===== config.mk =====
export PLATFORM = sky130hd
export DESIGN_NAME = rotating_bank_buffer_flat
export DESIGN_NICKNAME = d
export VERILOG_FILES = /design/src/rtl/rotating_bank_buffer_if.sv /design/src/rtl/rotating_bank_buffer.sv /design/src/flat_wrapper.sv
export SDC_FILE = /design/constraint.sdc
export NUM_CORES = 2
export LEC_CHECK = 0
export CORE_ASPECT_RATIO = 1.25
export CORE_MARGIN = 2
export CORE_UTILIZATION = 44
export DETAILED_ROUTE_END_ITERATION = 6
export GPL_TIMING_DRIVEN = 0
export PLACE_DENSITY_LB_ADDON = 0.12
export SLEW_MARGIN = 5
export SYNTH_ARGS = -nofsm -noshare
export SYNTH_HDL_FRONTEND = slang
export SYNTH_SLANG_ARGS = --single-unit

===== constraint.sdc =====
create_clock -name clk -period 10.9 [get_ports clk]
set_clock_uncertainty 0.2 [all_clocks]
set_input_delay 2.725 -clock clk [delete_from_list [all_inputs] [get_ports clk]]
set_output_delay 2.725 -clock clk [all_outputs]
set_load 0.01 [all_outputs]

===== src/rtl/rotating_bank_buffer_if.sv =====
// Bus bundle for rotating_bank_buffer: write stream in, replayable read passes out.
// The master side (producer/consumer) drives data and commands; the slave is the buffer.
interface rotating_bank_buffer_if #(
  parameter int NUM_BANKS = 3,
  parameter int LANES     = 4,
  parameter int DATA_W    = 16
);
  localparam int BANK_W = $clog2(NUM_BANKS);
  localparam int CNT_W  = $clog2(NUM_BANKS + 1);

  logic                          flush;

  logic                          wr_valid;
  logic                          wr_ready;
  logic [LANES-1:0][DATA_W-1:0]  wr_data;

  logic                          rd_start;
  logic                          rd_avail;
  logic                          rd_busy;
  logic                          rd_valid;
  logic [LANES-1:0][DATA_W-1:0]  rd_data;
  logic                          rd_last;
  logic                          rd_final_pass;
  logic [BANK_W-1:0]             rd_bank_idx;
  logic [CNT_W-1:0]              full_count;

  modport master (
    output flush, wr_valid, wr_data, rd_start,
    input  wr_ready, rd_avail, rd_busy, rd_valid, rd_data, rd_last,
           rd_final_pass, rd_bank_idx, full_count
  );

  modport slave (
    input  flush, wr_valid, wr_data, rd_start,
    output wr_ready, rd_avail, rd_busy, rd_valid, rd_data, rd_last,
           rd_final_pass, rd_bank_idx, full_count
  );
endinterface


===== src/rtl/rotating_bank_buffer.sv =====
// Multi-bank ping-pong style buffer: a writer fills banks in rotation while a reader
// replays each full bank REPLAY times before handing it back to the writer.
module rotating_bank_buffer #(
  parameter int NUM_BANKS = 3,
  parameter int DEPTH     = 16,
  parameter int LANES     = 4,
  parameter int DATA_W    = 16,
  parameter int REPLAY    = 1
) (
  input  logic                    clk,
  input  logic                    rst_n,
  rotating_bank_buffer_if.slave   bus
);
  localparam int BANK_W = $clog2(NUM_BANKS);
  localparam int ADDR_W = $clog2(DEPTH);
  localparam int CNT_W  = $clog2(NUM_BANKS + 1);
  localparam int PASS_W = $clog2(REPLAY + 1);

  localparam logic [BANK_W-1:0] LAST_BANK = BANK_W'(NUM_BANKS - 1);
  localparam logic [ADDR_W-1:0] LAST_ADDR = ADDR_W'(DEPTH - 1);
  localparam logic [PASS_W-1:0] LAST_PASS = PASS_W'(REPLAY - 1);

  typedef logic [LANES-1:0][DATA_W-1:0] word_t;

  typedef enum logic [1:0] {
    BANK_EMPTY,
    BANK_FILLING,
    BANK_FULL,
    BANK_DRAINING
  } bank_state_t;

  // READ issues one address per cycle; DONE is the rd_last cycle, after which
  // the bank is either re-armed for another pass or released.
  typedef enum logic [1:0] {
    RD_IDLE,
    RD_READ,
    RD_DONE
  } rd_state_t;

  bank_state_t bank_state_q [NUM_BANKS];
  bank_state_t bank_state_d [NUM_BANKS];

  rd_state_t           rd_state_q, rd_state_d;
  logic [BANK_W-1:0]   wr_bank_q,  wr_bank_d;
  logic [ADDR_W-1:0]   wr_addr_q,  wr_addr_d;
  logic [BANK_W-1:0]   rd_bank_q,  rd_bank_d;
  logic [ADDR_W-1:0]   rd_addr_q,  rd_addr_d;
  logic [PASS_W-1:0]   pass_q,     pass_d;
  logic                rd_valid_q, rd_valid_d;
  logic                rd_last_q,  rd_last_d;
  word_t               rd_data_q,  rd_data_d;

  word_t               mem_q [NUM_BANKS][DEPTH];
  logic                mem_we;

  logic                wr_ready;
  logic                wr_fire;
  logic                rd_avail;
  logic [CNT_W-1:0]    full_cnt;

  // ---------------------------------------------------------------------------
  // Status derived from registered state only
  // ---------------------------------------------------------------------------
  assign wr_ready = (bank_state_q[wr_bank_q] == BANK_EMPTY) ||
                    (bank_state_q[wr_bank_q] == BANK_FILLING);
  assign wr_fire  = bus.wr_valid && wr_ready;
  assign rd_avail = (rd_state_q == RD_IDLE) && (bank_state_q[rd_bank_q] == BANK_FULL);

  always_comb begin
    full_cnt = '0;
    for (int b = 0; b < NUM_BANKS; b++) begin
      if (bank_state_q[b] == BANK_FULL || bank_state_q[b] == BANK_DRAINING) begin
        full_cnt = full_cnt + CNT_W'(1);
      end
    end
  end

  // ---------------------------------------------------------------------------
  // Next-state logic: write side, read FSM, then flush overrides both
  // ---------------------------------------------------------------------------
  always_comb begin
    // NOTE: every variable gets a default before any branch so no path leaves
    // it unassigned; otherwise synthesis infers a latch to hold the old value.
    bank_state_d = bank_state_q;
    rd_state_d   = rd_state_q;
    wr_bank_d    = wr_bank_q;
    wr_addr_d    = wr_addr_q;
    rd_bank_d    = rd_bank_q;
    rd_addr_d    = rd_addr_q;
    pass_d       = pass_q;
    mem_we       = 1'b0;

    rd_valid_d   = (rd_state_q == RD_READ);
    rd_last_d    = (rd_state_q == RD_READ) && (rd_addr_q == LAST_ADDR);
    rd_data_d    = (rd_state_q == RD_READ) ? mem_q[rd_bank_q][rd_addr_q] : rd_data_q;

    if (wr_fire) begin
      mem_we = 1'b1;
      if (wr_addr_q == LAST_ADDR) begin
        bank_state_d[wr_bank_q] = BANK_FULL;
        wr_addr_d               = '0;
        wr_bank_d               = (wr_bank_q == LAST_BANK) ? '0 : wr_bank_q + BANK_W'(1);
      end else begin
        bank_state_d[wr_bank_q] = BANK_FILLING;
        wr_addr_d               = wr_addr_q + ADDR_W'(1);
      end
    end

    // The read bank is FULL/DRAINING and the write bank EMPTY/FILLING, so the
    // two updates below never touch the same entry.
    unique case (rd_state_q)
      RD_IDLE: begin
        if (bus.rd_start && rd_avail) begin
          rd_state_d              = RD_READ;
          rd_addr_d               = '0;
          bank_state_d[rd_bank_q] = BANK_DRAINING;
        end
      end
      RD_READ: begin
        if (rd_addr_q == LAST_ADDR) begin
          rd_addr_d  = '0;
          rd_state_d = RD_DONE;
        end else begin
          rd_addr_d  = rd_addr_q + ADDR_W'(1);
        end
      end
      RD_DONE: begin
        rd_state_d = RD_IDLE;
        if (pass_q == LAST_PASS) begin
          bank_state_d[rd_bank_q] = BANK_EMPTY;
          pass_d                  = '0;
          rd_bank_d               = (rd_bank_q == LAST_BANK) ? '0 : rd_bank_q + BANK_W'(1);
        end else begin
          bank_state_d[rd_bank_q] = BANK_FULL;
          pass_d                  = pass_q + PASS_W'(1);
        end
      end
      default: rd_state_d = RD_IDLE;
    endcase

    // Flush wins over any concurrent write or pass start; rd_data keeps its value.
    if (bus.flush) begin
      for (int b = 0; b < NUM_BANKS; b++) begin
        bank_state_d[b] = BANK_EMPTY;
      end
      rd_state_d = RD_IDLE;
      wr_bank_d  = '0;
      wr_addr_d  = '0;
      rd_bank_d  = '0;
      rd_addr_d  = '0;
      pass_d     = '0;
      mem_we     = 1'b0;
      rd_valid_d = 1'b0;
      rd_last_d  = 1'b0;
      rd_data_d  = rd_data_q;
    end
  end

  // ---------------------------------------------------------------------------
  // State registers
  // ---------------------------------------------------------------------------
  always_ff @(posedge clk or negedge rst_n) begin
    // NOTE: non-blocking assignments so every flop samples the pre-edge values
    // of its peers; blocking here would make results depend on statement order.
    if (!rst_n) begin
      for (int b = 0; b < NUM_BANKS; b++) begin
        bank_state_q[b] <= BANK_EMPTY;
      end
      rd_state_q <= RD_IDLE;
      wr_bank_q  <= '0;
      wr_addr_q  <= '0;
      rd_bank_q  <= '0;
      rd_addr_q  <= '0;
      pass_q     <= '0;
      rd_valid_q <= 1'b0;
      rd_last_q  <= 1'b0;
      rd_data_q  <= '0;
    end else begin
      bank_state_q <= bank_state_d;
      rd_state_q   <= rd_state_d;
      wr_bank_q    <= wr_bank_d;
      wr_addr_q    <= wr_addr_d;
      rd_bank_q    <= rd_bank_d;
      rd_addr_q    <= rd_addr_d;
      pass_q       <= pass_d;
      rd_valid_q   <= rd_valid_d;
      rd_last_q    <= rd_last_d;
      rd_data_q    <= rd_data_d;
    end
  end

  // NOTE: the storage array has no reset; bank state alone decides what is
  // valid, and leaving it unreset lets it map onto plain RAM.
  always_ff @(posedge clk) begin
    if (mem_we) begin
      mem_q[wr_bank_q][wr_addr_q] <= bus.wr_data;
    end
  end

  // ---------------------------------------------------------------------------
  // Outputs
  // ---------------------------------------------------------------------------
  assign bus.wr_ready      = wr_ready;
  assign bus.rd_avail      = rd_avail;
  assign bus.rd_busy       = (rd_state_q != RD_IDLE);
  assign bus.rd_valid      = rd_valid_q;
  assign bus.rd_data       = rd_data_q;
  assign bus.rd_last       = rd_last_q;
  assign bus.rd_final_pass = (rd_state_q != RD_IDLE) && (pass_q == LAST_PASS);
  assign bus.rd_bank_idx   = rd_bank_q;
  assign bus.full_count    = full_cnt;

endmodule


===== src/flat_wrapper.sv =====
// flat-port wrapper written by rule: the top's interface ports become plain ports
module rotating_bank_buffer_flat 
#(
  parameter int NUM_BANKS = 3,
  parameter int DEPTH     = 16,
  parameter int LANES     = 4,
  parameter int DATA_W    = 16,
  parameter int REPLAY    = 1
)
  (clk, rst_n, bus_flush, bus_wr_valid, bus_wr_data, bus_rd_start, bus_wr_ready, bus_rd_avail, bus_rd_busy, bus_rd_valid, bus_rd_data, bus_rd_last, bus_rd_final_pass, bus_rd_bank_idx, bus_full_count);
  rotating_bank_buffer_if #(.NUM_BANKS(NUM_BANKS), .LANES(LANES), .DATA_W(DATA_W)) bus_i ();
  input  logic clk;
  input  logic rst_n;
  input wire logic [$bits(bus_i.flush)-1:0] bus_flush;
  input wire logic [$bits(bus_i.wr_valid)-1:0] bus_wr_valid;
  input wire logic [$bits(bus_i.wr_data)-1:0] bus_wr_data;
  input wire logic [$bits(bus_i.rd_start)-1:0] bus_rd_start;
  output wire logic [$bits(bus_i.wr_ready)-1:0] bus_wr_ready;
  output wire logic [$bits(bus_i.rd_avail)-1:0] bus_rd_avail;
  output wire logic [$bits(bus_i.rd_busy)-1:0] bus_rd_busy;
  output wire logic [$bits(bus_i.rd_valid)-1:0] bus_rd_valid;
  output wire logic [$bits(bus_i.rd_data)-1:0] bus_rd_data;
  output wire logic [$bits(bus_i.rd_last)-1:0] bus_rd_last;
  output wire logic [$bits(bus_i.rd_final_pass)-1:0] bus_rd_final_pass;
  output wire logic [$bits(bus_i.rd_bank_idx)-1:0] bus_rd_bank_idx;
  output wire logic [$bits(bus_i.full_count)-1:0] bus_full_count;
  assign bus_i.flush = bus_flush;
  assign bus_i.wr_valid = bus_wr_valid;
  assign bus_i.wr_data = bus_wr_data;
  assign bus_i.rd_start = bus_rd_start;
  assign bus_wr_ready = bus_i.wr_ready;
  assign bus_rd_avail = bus_i.rd_avail;
  assign bus_rd_busy = bus_i.rd_busy;
  assign bus_rd_valid = bus_i.rd_valid;
  assign bus_rd_data = bus_i.rd_data;
  assign bus_rd_last = bus_i.rd_last;
  assign bus_rd_final_pass = bus_i.rd_final_pass;
  assign bus_rd_bank_idx = bus_i.rd_bank_idx;
  assign bus_full_count = bus_i.full_count;
  rotating_bank_buffer #(.NUM_BANKS(NUM_BANKS), .DEPTH(DEPTH), .LANES(LANES), .DATA_W(DATA_W), .REPLAY(REPLAY)) u_core (.clk(clk), .rst_n(rst_n), .bus(bus_i));
endmodule

# Word-level counts from Yosys, hierarchy flattened
# Memory sizes are Yosys's and may differ from the RTL's.
# Cells that the tools add are included.
[classes]
addsub = 7
n_lt_le_gt_ge = 7
eq_ne = 17
muxes = 52
bitwise_logic = 18
reduce_logical = 24
[ops]
columns = ["operator", "n"]
rows = [
  ["2-to-1 mux 1024 bit", 1],
  ["binary-select mux 64 bit (select 4 bit)", 1],
  ["demux 64 bit (select 4 bit)", 1],
  ["2-to-1 mux 64 bit", 3],
  ["2-to-1 mux 2 bit", 19],
  ["2-to-1 mux 6 bit", 5],
  ["2-to-1 mux 4 bit", 6],
  ["equality test 2 bit, second input constant", 10],
  ["case mux 6 bit (2 select lines)", 1],
  [">= comparator 5 bit, second input constant", 2],
  ["NOT 4 -> 5 bit", 2],
  ["AND reduction 2 bit", 5],
  ["bitwise AND 3 bit", 3],
  ["2-to-1 mux 1 bit", 9],
  ["NOT 3 bit", 3],
  ["OR 3 bit", 3],
  ["adder 4 x 1 -> 4 bit, second input constant", 2],
  ["binary-select mux 2 bit (select 2 bit)", 2],
  ["demux 2 bit (select 2 bit)", 2],
  ["equality test 4 bit, second input constant", 2],
  ["logical AND 1 bit", 8],
  ["case mux 4 bit (2 select lines)", 1],
  ["nonzero test 2 bit", 4],
  ["adder 2 x 1 -> 2 bit, second input constant", 3],
  ["other kinds (17)", 27],
]
[word_totals]
register_bits = 87
ram_bits = 3072
word_cells = 141
mem_count = 1
[mem_list]
columns = ["memory", "words", "word_bits", "read_ports", "rd_clocked_by_memory_dff", "write_ports", "line_no", "rtl"]
rows = [
  ["u_core.mem_q", 3, 1024, 1, 0, 1, "rotating_bank_buffer.sv:53", "word_t mem_q [NUM_BANKS][DEPTH];"],
]

# Depth between registers and ports, before layout
[depth]
depth_word = 13
depth_mapped = 10
depth_no_buf = 5

# Worst setup path after synthesis
# Ideal clock, no wire load.
[synth_timing]
kind = "input to register"
start = "input port bus_wr_valid"
end = "memory u_core.mem_q[0][512] in the netlist's numbering, enable pin"
setup_time_ns = 0.486
arrival_time_ns = 6.280
t_required_ns = 10.214
path_slack_ns = 3.934
path_stages = 5
n_path_buf = 1
cell_sequence = "o221ai_1 clkbuf_1 nor3_1 nand2_1 nor2_1"
[synth_via]
elab_chain_cells = 5
[synth_rtl]
columns = ["item", "line_no", "rtl"]
rows = [
  ["start: declaration", "flat_wrapper.sv:15", "input wire logic [$bits(bus_i.wr_valid)-1:0] bus_wr_valid;"],
  ["logical AND 1 bit", "rotating_bank_buffer.sv:66", "assign wr_fire = bus.wr_valid && wr_ready;"],
  ["2-to-1 mux 1 bit", "rotating_bank_buffer.sv:97", "if (wr_fire) begin"],
  ["2-to-1 mux 1 bit", "rotating_bank_buffer.sv:142", "if (bus.flush) begin"],
  ["2-to-1 mux 1 bit", "rotating_bank_buffer.sv:195", "if (mem_we) begin"],
  ["2-to-1 mux 1024 bit (implied by the code)", "rotating_bank_buffer.sv:196", "mem_q[wr_bank_q][wr_addr_q] <= bus.wr_data;"],
  ["end: declaration", "rotating_bank_buffer.sv:53", ""],
]
# No other way between the ends.

# Final worst setup path
[layout_timing]
start = "register u_core.rd_bank_q[0], in the netlist u_core.bus.rd_bank_idx[0]"
end = "output port bus_rd_avail"
[layout_via]
elab_chain_cells = 6
[layout_rtl]
columns = ["item", "line_no", "rtl"]
rows = [
  ["start: declaration", "rotating_bank_buffer.sv:46", "logic [BANK_W-1:0] rd_bank_q, rd_bank_d;"],
  ["start signal: assignment", "rotating_bank_buffer.sv:183", "rd_bank_q <= rd_bank_d;"],
  ["NOT 2 -> 3 bit (implied by the code)", "rotating_bank_buffer.sv:67", "assign rd_avail = (rd_state_q == RD_IDLE) && (bank_state_q[rd_bank_q] == BANK_FULL);"],
  ["binary-select mux 2 bit (select 2 bit)", "rotating_bank_buffer.sv:67", ""],
  ["2-to-1 mux 2 bit (implied by the code) (2 in a row)", "rotating_bank_buffer.sv:67", ""],
  ["equality test 2 bit", "rotating_bank_buffer.sv:67", ""],
  ["logical AND 1 bit", "rotating_bank_buffer.sv:67", ""],
  ["end: declaration", "flat_wrapper.sv:19", "output wire logic [$bits(bus_i.rd_avail)-1:0] bus_rd_avail;"],
]
# No other way between the ends. The select of a mux whose other input is x is not followed.

==> metrics.md <==
| Metric | Value |
|---|---|
| Total count of hold-check failures in the final report | `0` |
| Number of antenna violations at the first check in global routing | `23` |
| PortBufs | `141` |
| Crit path largest cell delay | `0.65 ns` |
| Areal power density over the cells | `172.8 mW/mm^2` |
| Synth area leaders | `sky130_fd_sc_hd__edfxtp_1 (75%), sky130_fd_sc_hd__mux2i_1 (6.1%), sky130_fd_sc_hd__mux4_2 (5.8%)` |
| Syn. warnings | `0` |
| Count of distinct cell types in the synthesized netlist | `60` |
| # hold bufs at CTS | `0` |
| Syn Std Cell Area | `about 0.12 mm^2` |
| Number of nets at the end of the flow | `7316` |
| Fin Hold WS | `0.3840 ns` |
| Outcome | `complete, but fails checks` |
| Pin count of the biggest net entering global routing | `50` |
| Min Clock Period, post-route | `7.277 ns` |
| Routed wire per std cell | `around 37 um` |
| Gates resized, CTS repair | `0` |
| Crit-path most repeated cell | `sky130_fd_sc_hd__buf_4` |
| Async S/R FF share, synth | `between 2 and 3%` |
| Share of the synthesized area in the top cell type | `about three quarters` |
| Crit start category | `register` |
| Violated checks | `max-capacitance violations` |
| Post-detailed-routing wire length | `between 400000 and 500000 um` |
| Flip-flop and latch count after synthesis | `about 3200` |
| CTS H-tree lvls | `5` |
| Setup repair after global routing missed its margin | `no` |
| Total routing usage reported by global routing | `around 29%` |
| Number of clock sinks | `3158` |
| Setup bufs post-CTS | `0` |
| Total core area | `between 0.2 and 0.3 mm^2` |
| Floorplan die area | `around 0.28 mm^2` |
| Setup-violating endpoint count in the final report | `0` |
| Clock transition at the registers of the reported paths | `0.06 ns` |
| Crit-path max FO | `10` |
| Slew margin rel. | `0.8838%` |
| Total power | `between 20 and 25 mW` |
| Post-placement cell area | `~0.13 mm^2` |
| Root Buffer | `sky130_fd_sc_hd__clkbuf_16` |
| Crit path cell chain | `buf_4, buf_4, buf_4, buf_2, nand2_1, o311a_1, nor2_1, clkdlybuf4s50_1` |
| Standard cell with the maximum stage delay on the critical path | `sky130_fd_sc_hd__clkdlybuf4s50_1` |
| Category of the critical setup timing path | `reg2out` |
| Fin Setup TNS | `0 ns` |
| Half-perimeter wire length after placement | `285200 um` |
| Number of enable-type register cells in the synthesized netlist | `between 3000 and 4000` |
| Die width | `roughly 480 um` |
| Number of iterations in the first detailed-routing pass | `6` |
| Seq/Total Area, Yosys | `76.63%` |
| Synthesis-to-layout area growth | `16.13%` |
| Cell family with most CP delay | `buffers and inverters` |
| Initial drt markers | `9400` |
| Effective utilization at floorplan | `between 40% and 50%` |
| Overall overflow remaining after global route | `0` |
| Number of buffers on the longest clock path | `4` |
| LEAKAGE | `between 40 and 50 nW` |
| Detail Route Antenna Nets | `0` |
| Num rows | `~220` |
| Worst-case setup slack after placement | `around 3.9 ns` |
| PnR worst setup slack | `around 3.6 ns` |
| Number of clock buffers inserted by TritonCTS | `318` |
| Arr. time, crit path | `4.35 ns` |
| Vias per cell | `6.162` |
| IR drop worst, VDD | `around 0.00012 V` |
| TritonCTS clock tree | `built` |
| Slew at the pin with the worst max-slew slack | `around 1.5 ns` |
| Type of the tightest min-delay check | `reg2reg` |
| CP bufs+invs | `5` |
| Max-capacitance violation count | `1` |
| Number of global-route vias before repair | `roughly 68000` |
| Via total after detailed routing | `slightly below 70000` |
| Number of standard cells after synthesis | `~6600` |
| Post-route clock period utilization | `about two thirds` |
| Die outline height | `between 500 and 600 um` |
| Maximum clock rate | `between 100 and 150 MHz` |
| Routability congestion estimate from global placement | `0.8782` |
| Critical path capture point type | `output pin` |
| Data required time at the worst endpoint | `7.98 ns` |
| Wire length of the first global-routing pass | `560400 um` |
| Synth Area per Inst | `~19 um^2` |
| Clock latency at the later pin of the worst-skew pair | `between 0.8 and 0.9 ns` |
| I/O pins | `143` |
| Remaining routing DRC violations | `0` |
| Final slew viol count | `0` |
| Cell type contributing the most total cell area after synthesis | `sky130_fd_sc_hd__edfxtp_1` |
| Fraction of final layout cells with drive strength greater than 1 | `a little under a fifth` |
| Post-route design area | `roughly 0.14 mm^2` |
| Top flip-flop cell by instance count after synthesis | `sky130_fd_sc_hd__edfxtp_1` |
| Synthesized Nets | `between 6000 and 7000` |
[state kept, by name (all words and copies together), names as in the netlist]
name and count:
u_core.mem_q 3072, u_core.bus.rd_data 64, u_core.bank_state_q 6, u_core.rd_addr_q 4, u_core.wr_addr_q 4, u_core.bus.rd_bank_idx 2, u_core.rd_state_q 2, u_core.wr_bank_q 2
u_core.bus.rd_last 1, u_core.bus.rd_valid 1
[synth_stat cells (8+ instances only)]
cell type and n:
sky130_fd_sc_hd__a2111o_1 15, sky130_fd_sc_hd__a2111oi_0 13, sky130_fd_sc_hd__a211o_1 75, sky130_fd_sc_hd__a211oi_1 221
sky130_fd_sc_hd__a21oi_1 134, sky130_fd_sc_hd__a221oi_1 45, sky130_fd_sc_hd__a22oi_1 53, sky130_fd_sc_hd__and2_1 14
sky130_fd_sc_hd__buf_1 19, sky130_fd_sc_hd__buf_2 134, sky130_fd_sc_hd__buf_4 45, sky130_fd_sc_hd__buf_6 10
sky130_fd_sc_hd__clkbuf_1 194, sky130_fd_sc_hd__dfrtp_1 86, sky130_fd_sc_hd__edfxtp_1 3072, sky130_fd_sc_hd__inv_1 12
sky130_fd_sc_hd__mux2_2 100, sky130_fd_sc_hd__mux2i_1 745, sky130_fd_sc_hd__mux4_2 320, sky130_fd_sc_hd__nand2_1 83
sky130_fd_sc_hd__nand2b_1 8, sky130_fd_sc_hd__nand3_1 16, sky130_fd_sc_hd__nor2_1 400, sky130_fd_sc_hd__nor2b_1 148
sky130_fd_sc_hd__nor3_1 138, sky130_fd_sc_hd__o2111ai_1 8, sky130_fd_sc_hd__o211ai_1 29, sky130_fd_sc_hd__o21ai_0 121
sky130_fd_sc_hd__o21bai_1 45, sky130_fd_sc_hd__o22a_1 10, sky130_fd_sc_hd__o22ai_1 157, sky130_fd_sc_hd__o31ai_1 34
sky130_fd_sc_hd__or3_1 13, sky130_fd_sc_hd__or4_1 18
[layout by cell type, fill, tap and decap left out, drive strengths merged, types with 45 or more instances in the layout]
| cell | n |
|---|---|
| a211o | 75 |
| a211oi | 221 |
| a21oi | 134 |
| a221oi | 45 |
| a22oi | 53 |
| buf | 453 |
| clkbuf | 605 |
| clkdlybuf4s50 | 76 |
| clkinv | 114 |
| dfrtp | 86 |
| edfxtp | 3072 |
| mux2 | 100 |
| mux2i | 745 |
| mux4 | 320 |
| nand2 | 83 |
| nor2 | 400 |
| nor2b | 148 |
| nor3 | 138 |
| o21ai | 121 |
| o21bai | 45 |
| o22ai | 157 |
[kinds of logic (layout without fill, tap and decap cells)]
logic type                 Yosys count  in the layout  share of synthesized area [%]
AOI/OAI and AO/OA                  988            988                          5.577
and+or+nand+nor                    864            864                          3.293
muxes                             1165           1165                          12.82
adders and majority gates            7              7                        0.07109
xor gates and xnor gates             2              2                        0.01422
buffers and inverters              415           1299                          1.602
other                                0              9                              0
DFF                               3158           3158                          76.63
[path summary, 6_finish.rpt]
| check | endpoint | slack (ns) | from | depth (start not counted) |
|---|---|---|---|---|
| max in group asynchronous | u_core.bus.rd_data[49] | 8.10 | rst_n | 2 |
| worst min-delay path | u_core.bus.rd_data[0] | 0.38 | u_core.bus.rd_data[0] | 2 |
| worst max register to register | u_core.bus.rd_data[47] | 5.77 | u_core.bus.rd_bank_idx[1] | 9 |
| min in group asynchronous | u_core.bus.rd_last | 1.57 | rst_n | 1 |
| worst min register to register | u_core.bus.rd_data[0] | 0.38 | u_core.bus.rd_data[0] | 2 |
| worst max-delay path | bus_rd_avail | 3.62 | u_core.bus.rd_bank_idx[0] | 8 |
[layout make-up]
| class | instances | area (um^2) |
|---|---|---|
| well taps | 3723 | 4658 |
| diodes | 9 | 22.52 |
| inverters | 12 | 45.04 |
| repair buffers | 321 | 4773 |
| fillers | 22690 | 136000 |
| plain buffers | 403 | 1953 |
| clock buffers | 410 | 8651 |
| flip-flops and latches | 3158 | 94400 |
| clock inverters | 153 | 1383 |
| multi-input cells | 3026 | 27190 |
[metrics by stage]
step           utilization (%)  instances
6_report                 51.26      11220
5_1_grt                  51.25      11210
4_1_cts                  51.25      11210
3_5_place_dp             47.66      10640
3_3_place_gp             46.31      10460
2_1_floorplan                -       6599
[worst min-delay path, delay by kind of cell, from the launching register on]
kind / cells / cell delay [ns]
AO/OA/AOI/OAI: 2 / 0.17
flip-flops: 1 / 0.38
[report_power, final]
group / switching, mW / internal, mW / leakage [nW] / total, mW
logic: 0.317 / 0.150 / 10.6 / 0.466
clock network: 4.63 / 6.19 / 4.89 / 10.8
registers: 0.0689 / 13.4 / 28.8 / 13.4
total: 5.02 / 19.7 / 44.3 / 24.7
[per-layer routing]
layer	global-route usage, %	vias up	part of all wire, %
li1	-	28090	-
met4	13.85	2	5.7
met3	4.832	742	7.9
met5	0	-	0.0031
met1	37.69	36820	39
met2	46.37	3450	47
No activity file was read; power rests on OpenSTA's default activity.
